===== config.mk =====
export PLATFORM = sky130hd
export DESIGN_NAME = pipe_ctrl
export DESIGN_NICKNAME = d
export VERILOG_FILES = /design/src/rtl/pipe_ctrl_pkg.sv /design/src/rtl/pipe_ctrl_sb_entry.sv /design/src/rtl/pipe_ctrl.sv
export SDC_FILE = /design/constraint.sdc
export NUM_CORES = 1
export LEC_CHECK = 0
export BUFFER_PORTS_ARGS = -buffer_cell sky130_fd_sc_hd__buf_4
export CAP_MARGIN = 20
export CORE_ASPECT_RATIO = 0.6
export CORE_UTILIZATION = 50
export CTS_BUF_LIST = sky130_fd_sc_hd__clkbuf_2 sky130_fd_sc_hd__clkbuf_4 sky130_fd_sc_hd__clkbuf_8
export DETAILED_ROUTE_END_ITERATION = 10
export PLACE_DENSITY = 0.67
export SETUP_SLACK_MARGIN = 0.5
export SLEW_MARGIN = 10
export SYNTH_ARGS = -nofsm -noshare
export SYNTH_HDL_FRONTEND = slang
export SYNTH_SLANG_ARGS = --single-unit
export TNS_END_PERCENT = 1

===== constraint.sdc =====
create_clock -name clk -period 3.9 [get_ports clk]
set_clock_uncertainty 0.15 [all_clocks]
set_input_delay 0.195 -clock clk [delete_from_list [all_inputs] [get_ports clk]]
set_output_delay 0.195 -clock clk [all_outputs]
set_load 0.01 [all_outputs]

===== src/rtl/pipe_ctrl_pkg.sv =====
// Shared pipeline definitions: controller state encoding, latency width and
// default writeback latencies used by the hazard controller and pipeline top.
package pipe_ctrl_pkg;

  typedef enum logic [1:0] {
    RUN   = 2'd0,
    HAZ   = 2'd1,
    MISS  = 2'd2,
    FLUSH = 2'd3
  } pipe_state_t;

  localparam int LAT_W        = 4;
  localparam int DEF_ALU_LAT  = 1;
  localparam int DEF_LONG_LAT = 4;

  function automatic logic [LAT_W-1:0] issue_latency(input logic long_op,
                                                     input int   alu_lat,
                                                     input int   long_lat);
    return long_op ? LAT_W'(long_lat) : LAT_W'(alu_lat);
  endfunction

endpackage


===== src/rtl/pipe_ctrl_sb_entry.sv =====
// One scoreboard slot: a pending flag plus a writeback countdown that
// retires the register when it steps from 1 to 0.
module sb_entry
  import pipe_ctrl_pkg::*;
(
  input  logic             clk,
  input  logic             reset,
  input  logic             issue,
  input  logic             hold,
  input  logic [LAT_W-1:0] lat,
  output logic             pend,
  output logic             retire
);

  logic [LAT_W-1:0] count;

  assign retire = pend && (count == LAT_W'(1)) && !hold;

  // A same-cycle reissue wins over the retire so the register stays pending.
  always_ff @(posedge clk or negedge reset) begin
    if (!reset) begin
      count <= '0;
      pend  <= 1'b0;
    end else if (issue) begin
      count <= lat;
      pend  <= 1'b1;
    end else if (!hold && (count != '0)) begin
      count <= count - LAT_W'(1);
      pend  <= (count != LAT_W'(1));
    end
  end

endmodule


===== src/rtl/pipe_ctrl.sv =====
// Pipeline hazard controller: stall/flush/freeze sequencing, per-register
// writeback scoreboard and saturating performance counters.
module pipe_ctrl
  import pipe_ctrl_pkg::*;
#(
  parameter int NREGS    = 32,
  parameter int RIDX_W   = 5,
  parameter int ALU_LAT  = DEF_ALU_LAT,
  parameter int LONG_LAT = DEF_LONG_LAT,
  parameter int CNT_W    = 16
) (
  input  logic              clk,
  input  logic              reset,
  input  logic              id_valid,
  input  logic [RIDX_W-1:0] rs,
  input  logic [RIDX_W-1:0] rt,
  input  logic [RIDX_W-1:0] rd,
  input  logic              use_rs,
  input  logic              use_rt,
  input  logic              reg_write,
  input  logic              long_write,
  input  logic              branch_ex,
  input  logic              imiss,
  input  logic              dmiss,
  output logic              pc_we,
  output logic              IFID_we,
  output logic              IFID_reset,
  output logic              IDEX_we,
  output logic              IDEX_reset,
  output logic              IRB_we,
  output logic [1:0]        state,
  output logic [CNT_W-1:0]  stall_cycles,
  output logic [CNT_W-1:0]  flush_count
);

  pipe_state_t      cur_state, next_state;
  logic [NREGS-1:1] pend, retire;
  logic [NREGS-1:0] busy;
  logic             freeze, hazard, issue;
  logic [LAT_W-1:0] lat;

  // A register retiring this cycle is forwarded, so it no longer blocks ID.
  assign freeze = imiss | dmiss;
  assign busy   = {pend & ~retire, 1'b0};
  assign hazard = id_valid && ((use_rs && busy[rs]) ||
                               (use_rt && busy[rt]) ||
                               (reg_write && busy[rd]));
  assign lat    = issue_latency(long_write, ALU_LAT, LONG_LAT);
  assign issue  = id_valid && reg_write && (rd != '0) && (next_state == RUN);

  for (genvar i = 1; i < NREGS; i++) begin : g_sb
    sb_entry u_sb (
      .clk    (clk),
      .reset  (reset),
      .issue  (issue && (rd == RIDX_W'(i))),
      .hold   (freeze),
      .lat    (lat),
      .pend   (pend[i]),
      .retire (retire[i])
    );
  end

  assign IRB_we = |retire;
  assign state  = cur_state;

  always_ff @(posedge clk or negedge reset) begin
    if (!reset) begin
      cur_state <= RUN;
    end else begin
      cur_state <= next_state;
    end
  end

  always_comb begin
    next_state = RUN;
    pc_we      = 1'b1;
    IFID_we    = 1'b1;
    IDEX_we    = 1'b1;
    IFID_reset = 1'b0;
    IDEX_reset = 1'b0;
    if (freeze) begin
      next_state = MISS;
    end else if (branch_ex) begin
      next_state = FLUSH;
    end else if (hazard) begin
      next_state = HAZ;
    end
    case (next_state)
      HAZ: begin
        pc_we      = 1'b0;
        IFID_we    = 1'b0;
        IDEX_reset = 1'b1;
      end
      MISS: begin
        pc_we   = 1'b0;
        IFID_we = 1'b0;
        IDEX_we = 1'b0;
      end
      FLUSH: begin
        IFID_reset = 1'b1;
        IDEX_reset = 1'b1;
      end
      default: ;
    endcase
    // Reset drives the pipeline registers into flush without waiting for clk.
    if (!reset) begin
      pc_we      = 1'b0;
      IFID_we    = 1'b0;
      IDEX_we    = 1'b0;
      IFID_reset = 1'b1;
      IDEX_reset = 1'b1;
    end
  end

  always_ff @(posedge clk or negedge reset) begin
    if (!reset) begin
      stall_cycles <= '0;
      flush_count  <= '0;
    end else begin
      if (((next_state == HAZ) || (next_state == MISS)) && (stall_cycles != '1)) begin
        stall_cycles <= stall_cycles + CNT_W'(1);
      end
      if ((next_state == FLUSH) && (cur_state != FLUSH) && (flush_count != '1)) begin
        flush_count <= flush_count + CNT_W'(1);
      end
    end
  end

  // Simultaneous retirements share one write port; software must avoid them.
  wb_single_port: assert property (@(posedge clk) disable iff (!reset) $onehot0(retire))
    else $warning("two register writebacks retired in the same cycle");

endmodule


Word-level counts from Yosys, hierarchy flattened --
Index checks and enable logic that the tools add are counted.
Operators by class: multiplexer cells 142, eq/ne operators 99, order comparisons 3, $add $sub $neg 33, reduce and logical (&&, ||, !) cells 205, bitwise gates (word level) 3
Operators with widths (count):
- $mux 4 | 62
- $logic_and 1x1->1 | 134
- $eq 4x1->1 const B | 31
- $ne 4x1->1 const B | 31
- $reduce_bool 4->1 | 31
- $sub 4x1->4 const B | 31
- $eq 5x5->1 const B | 16
- $mux 1 | 74
- $reduce_bool 2->1 | 31
- $eq 5x4->1 const B | 8
- $add 16x1->16 const B | 2
- $ne 16x16->1 const B | 2
- $and 31x31->31 | 1
- $not 31->31 | 1
- $reduce_or 31->1 | 1
- $eq 5x3->1 const B | 4
- $lt 5x6->1 const B | 3
- $bmux 1 s5 | 3
- $eq 5x2->1 const B | 2
- $eq 5x1->1 const B | 1
- $reduce_bool 5->1 | 1
- $eq 2x2->1 const B | 2
- $mux 2 | 2
- $reduce_or 2->1 | 2
- 7 further kinds | 9
Storage, ports and cells: register bits after elaboration 189, output and inout bits 40, bits of input ports 25

Depth between registers and ports, before layout --
depth after elaboration 18, depth in mapped cells 17

Modules after synthesis --
From an unflattened synthesis, not the netlist that was laid out.
Second synthesis, totals: cell total of the unflattened synthesis 1497, area, all modules 13795.7 µm²
By module, submodules not included:
- sb_entry | cells an instance 37, area each 345.3 µm², sequential area each 125.1 µm², times used 31
- pipe_ctrl | cells an instance 350, area each 3090.5 µm², sequential area each 850.8 µm², times used 1

Least setup slack after synthesis --
Ideal clock, no wire load.
path kind register to register, start register g_sb[1].u_sb.count[1], end register g_sb[15].u_sb.count[2], cell stages (with the launch flop) 18, setup slack 0.343 ns, data arrival time 3.277 ns, setup time 0.130 ns, buffers on the path 0, period minus slack after synthesis 3.557 ns, cells stage by stage dfrtp_1 -> inv_1 -> ha_1 -> nor3b_4 -> a21boi_2 -> mux2_4 -> a2111oi_4 -> a211oi_1 -> o21a_1 -> o211ai_2 -> and3_1 -> ha_1 -> nand3_1 -> or3_1 -> nor2_1 -> nand3_1 -> nor2_1 -> a31oi_1
On the way: longest elaborated chain between the ends 18, elaborated cells on any way between the ends 25, those cells by class eq/ne (1); mux (10); bitwise (2); reduce/logical (12)
RTL lines:
- start, declared | line pipe_ctrl_sb_entry.sv:15 | logic [LAT_W-1:0] count;
- start signal, assigned | line pipe_ctrl_sb_entry.sv:25 | count <= lat;
- start signal, assigned | line pipe_ctrl_sb_entry.sv:28 | count <= count - LAT_W'(1);
- $eq 4x1->1 (*) | line pipe_ctrl_sb_entry.sv:17 | assign retire = pend && (count == LAT_W'(1)) && !hold;
- $logic_and 1x1->1 (*) (2 in series) | line pipe_ctrl_sb_entry.sv:17
- $not 31->31 (*) | line pipe_ctrl.sv:44 | assign busy = {pend & ~retire, 1'b0};
- $and 31x31->31 (*) | line pipe_ctrl.sv:44
- $bmux 1 s5, on equally long branches | line pipe_ctrl.sv:45, pipe_ctrl.sv:46
- $mux 1, on equally long branches | line pipe_ctrl.sv:45, pipe_ctrl.sv:46
- $logic_and 1x1->1, on equally long branches | line pipe_ctrl.sv:45, pipe_ctrl.sv:46
- $logic_or 1x1->1 | line pipe_ctrl.sv:45 | assign hazard = id_valid && ((use_rs && busy[rs]) ||
- $logic_or 1x1->1 (*) | line pipe_ctrl.sv:46 | (use_rt && busy[rt]) ||
- $logic_and 1x1->1 (*) | line pipe_ctrl.sv:45
- $mux 1 (*) | line pipe_ctrl.sv:85 | end else if (hazard) begin
- $mux 2 (*) | line pipe_ctrl.sv:83 | end else if (branch_ex) begin
- $mux 2 (*) | line pipe_ctrl.sv:81 | if (freeze) begin
- $logic_not 2->1 (*) | line pipe_ctrl.sv:49 | assign issue = id_valid && reg_write && (rd != '0) && (next_state == RUN);
- $logic_and 1x1->1 (*) | line pipe_ctrl.sv:49
- $logic_and 1x1->1 (*) | line pipe_ctrl.sv:55 | .issue (issue && (rd == RIDX_W'(i))),
- $mux 4 / $reduce_bool 2->1 (equally long branches)
- end signal, assigned | line pipe_ctrl_sb_entry.sv:25
- end signal, assigned | line pipe_ctrl_sb_entry.sv:28
- end, declared | line pipe_ctrl_sb_entry.sv:15
Mark *: on every way between the ends. The rest lies on a longest branch, timed or not. The select of a mux whose other input is x is not followed. A chain may end at the register's enable or synchronous reset.

Final worst setup path --
start register g_sb[26].u_sb.count[1], end output pc_we
On the way: longest elaborated chain between the ends 18, elaborated cells on any way between the ends 25, those cells by class eq/ne (3); mux (11); bitwise (2); reduce/logical (9)
RTL lines:
- start, declared | line pipe_ctrl_sb_entry.sv:15
- start signal, assigned | line pipe_ctrl_sb_entry.sv:25
- start signal, assigned | line pipe_ctrl_sb_entry.sv:28
- $eq 4x1->1 (*) | line pipe_ctrl_sb_entry.sv:17
- $logic_and 1x1->1 (*) (2 in series) | line pipe_ctrl_sb_entry.sv:17
- $not 31->31 (*) | line pipe_ctrl.sv:44
- $and 31x31->31 (*) | line pipe_ctrl.sv:44
- $bmux 1 s5, on equally long branches | line pipe_ctrl.sv:45, pipe_ctrl.sv:46
- $mux 1, on equally long branches | line pipe_ctrl.sv:45, pipe_ctrl.sv:46
- $logic_and 1x1->1, on equally long branches | line pipe_ctrl.sv:45, pipe_ctrl.sv:46
- $logic_or 1x1->1 | line pipe_ctrl.sv:45
- $logic_or 1x1->1 (*) | line pipe_ctrl.sv:46
- $logic_and 1x1->1 (*) | line pipe_ctrl.sv:45
- $mux 1 (*) | line pipe_ctrl.sv:85
- $mux 2 (*) | line pipe_ctrl.sv:83
- $mux 2 (*) | line pipe_ctrl.sv:81
- $eq 2x1->1 / $eq 2x2->1 (equally long branches) | line pipe_ctrl.sv:88 | case (next_state)
- $reduce_or 2->1 (no source line) (*)
- $mux 1 (*) | line pipe_ctrl.sv:88
- $mux 1 (*) | line pipe_ctrl.sv:106 | if (!reset) begin
- end, declared | line pipe_ctrl.sv:25 | output logic pc_we,
Marks and branches as above.

==> results by group <==
Status
  – Status: completed

Setup path
  – Worst reg-to-reg path cell count: 16
  – WP data required: 3560 ps
  – Critical Path AT: 3370 ps
  – Worst reg-to-reg setup slack: 210 ps
  – Worst r2r src: g_sb[5].u_sb.count[1]$_DFFE_PN0P_
  – CP Max Fanout: 3
  – Setup crit start kind: flip-flop
  – Reg2reg end: g_sb[9].u_sb.count[1]$_DFFE_PN0P_
  – Setup CP Type: reg2out
  – Critical path endpoint category: output pin

Placed design
  – Gpl congestion: 1.01
  – Pre-CTS setup slack: -6.89 ps
  – IO buf count: 64
  – Post-DP HPWL: 25000 um

Finish
  – Highest-count cells in the layout ignoring fill and taps: nand2_1 (194), dfrtp_1 (188), nor2_1 (169)
  – Ant. Diodes: 0
  – Multi-input gate area: just under 0.007 mm2
  – Most common cell after layout, fill and taps aside: nand2_1
  – Layout cell share with drive strength beyond 1: 19.5%
  – Sequential cell area: approximately 0.0047 mm2
  – Util after Layout: between 60% and 70%
  – Fillers: 1997
  – Layout Nets: between 1.5k and 2k
  – Layout area overhead: 17.8%

Global route
  – Largest net degree at the start of global routing: 84
  – Overflow after GRT: 0
  – First-pass GRT wire length: 53800 um
  – Total track usage: 28.9%
  – Initial antenna violation count: 0
  – Vias in the first global route: 9691

Min path
  – HP Start: imiss
  – Hold worst-path end: g_sb[27].u_sb.count[2]$_DFFE_PN0P_
  – Worst hold path class: in2reg
  – Hold Path Stages: 5

Power and ir drop
  – Worst VDD drop: 0.000444 V
  – Lkg Pwr: 0.00617 uW
  – Pwr dens: 647 mW/mm2
  – Total Power: ~9000 uW

Synthesis
  – Number of enable flip-flop cells after synthesis: 0
  – Ys Warns: 0
  – Area leader, netlist: dfrtp_1
  – #FFs+latches synth: 189
  – Cells after synthesis: approximately 1.4k
  – Area fraction of the dominant cell type after synthesis: 40.2%
  – Synth async-reset ratio: 100%
  – Register area share after synthesis: 40.2%
  – Cells taking the most area after synthesis: dfrtp_1 (40%), ha_1 (7.0%), nand2_1 (6.4%)
  – Post-Syn Area: 0.0118 mm2
  – Post-synthesis net count: about 1.4k
  – Mean Syn Cell Area: roughly 8.7 um2
  – Distinct cells, synth: 76
  – Ys flop type: dfrtp_1

Floorplan
  – DIE WIDTH: around 200 um
  – Initial core utilization: 51.0%
  – Die area: 0.0242 mm2
  – Die Y: ~120 um
  – # rows: 43
  – Core footprint: 0.0231 mm2
  – # IOs: 65

Clock network
  – CTS root buffer: clkbuf_8
  – Clock slew at the register clock pins of the worst setup and hold paths: 110 ps
  – # clock sinks: around 190
  – Max Root-Sink Buffers: 2
  – Worst-skew pair later-pin latency: 520 ps
  – Number of CTS-inserted buffers: 17
  – H-tree levels: 4
  – CTS tree: done

STA
  – Endpoints failing setup: 0
  – Worst hold slack: between 60 and 70 ps
  – Crit path time final: 3710 ps
  – Worst Tran Pin Value: 846 ps
  – Final max-slew violation count: 0
  – Max-slew headroom: 43.4%
  – Crit share post-route: 95.2%
  – Final Worst Setup Slack: ~190 ps
  – Hold Fails Final Rpt: 0
  – FMAX: between 200 and 300 MHz
  – RSZ-0062 raised after global routing: true

Route
  – Detail Route Antenna Nets: 0
  – Routed vias: around 10k
  – DRC viols: 0
  – Number of DRC markers in iteration 0: about 950
  – Via/cell ratio: approximately 5.8
  – Detailed Route WL: 34200 um
  – Wire length per cell: 18.9 um
  – Pre-antenna DRT Iters: 5

Flow run
  – Max-Cap Viols: 0
[flip-flops by register name, summed over array words and instances, names as in the netlist]
name	count
g_sb.u_sb.count	124
state	2
g_sb.u_sb.pend	31
flush_count	16
stall_cycles	16
[worst max-delay path by stage]
stage / from / end / slack, ps / depth (start not counted)
6_report: g_sb[26].u_sb.count[1]$_DFFE_PN0P_ / pc_we / 190 / 12
5_1_grt: g_sb[22].u_sb.count[1]$_DFFE_PN0P_ / g_sb[15].u_sb.count[2]$_DFFE_PN0P_ / 50 / 18
4_1_cts: g_sb[5].u_sb.count[1]$_DFFE_PN0P_ / pc_we / 190 / 14
3_5_place_dp: g_sb[9].u_sb.count[1]$_DFFE_PN0P_ / g_sb[11].u_sb.count[2]$_DFFE_PN0P_ / -7 / 17
3_3_place_gp: g_sb[19].u_sb.count[1]$_DFFE_PN0P_ / g_sb[29].u_sb.count[2]$_DFFE_PN0P_ / 40 / 16
2_1_floorplan: g_sb[1].u_sb.count[1]$_DFFE_PN0P_ / g_sb[15].u_sb.count[2]$_DFFE_PN0P_ / 390 / 17
[stage by stage]
stage | area, um2 | std cells | setup TNS [ps]
floorplan | 11800 | 1353 | 0
global placement | 12900 | 1744 | 0
detailed placement | 12900 | 1744 | -6.89
CTS | 13700 | 1801 | 0
global route | 13900 | 1809 | 0
finish | 13900 | 1809 | 0
[metal layers]
layer | global-route usage (%) | vias to the layer above | share of wire (%)
met1 | 44.2 | 5000 | 50
met3 | 8.27 | 54 | 9.4
met2 | 38.6 | 424 | 39
met4 | 8.75 | 0 | 1.9
met5 | 0 | - | 0
li1 | - | 4969 | -
[timing repair]
action,in CTS,in global routing
gates cloned,0,0
pin swaps,22,25
resized for setup,50,36
endpoints found under the hold margin,81,0
hold buffers,7,0
endpoints found under the setup margin,171,175
buffers inserted,18,8
[cell families (layout without fill, tap and decap cells)]
group	after synthesis	count (layout)	synth area share [%]
adders and majority gates	66	66	7.01
buffers and inverters	124	265	4.37
DFF	189	189	40.2
xor gates and xnor gates	95	95	7.06
muxes	15	15	1.49
AOI/OAI and AO/OA	270	270	16.2
and+or+nand+nor	594	594	23.7
[cells in the mapped netlist (3+ instances only)]
cell type  number
a211o_1         3
a211oi_1       26
a21o_1         28
a21oi_1        40
a21oi_2        18
a221oi_1        3
a31o_1          9
a31o_2          5
a31oi_1        29
a32oi_1         6
and2_1          4
and3_1          8
buf_1           6
buf_2          15
buf_6           3
clkbuf_1       13
dfrtp_1       189
ha_1           66
inv_1          85
mux2_2          6
mux2i_1         7
nand2_1       200
nand2b_1        7
nand3_1        59
nand3b_1        3
nand4_1        13
nand4b_1       26
nor2_1        187
nor2b_1         9
nor3_1         36
nor3b_1         7
nor4_1          9
o2111ai_1       4
o211ai_1       13
o21a_1          8
o21ai_0        34
o21ai_1         7
o221ai_1        4
o22ai_1        12
or3b_1          6
or3b_2          4
xnor2_1        59
xor2_1         36
[power breakdown]
part | internal, uW | switching [uW] | total (uW) | leakage, uW
combinational | 1900 | 2150 | 4050 | 0.00374
sequential | 2790 | 850 | 3640 | 0.00224
clock | 512 | 768 | 1280 | 0.000187
[worst max-delay path, cell delays in order, from the launching register on]
cell	delay, ps
dfrtp_1	380
inv_1	70
ha_2	190
a31o_4	240
o41ai_4	340
a221oi_2	90
a211o_1	340
a211o_1	320
and3_4	200
buf_6	120
ha_4	280
and2_4	140
buf_4	110
[layout make-up]
type	count	area share [%]
clock buffers	17	1.69
clock inverters	15	1.00
inverters	85	2.30
multi-input cells	1040	49.6
flip-flops and latches	189	34.1
well taps	315	2.84
repair buffers	148	8.50
Note: power is estimated with default switching activity, not from simulation.
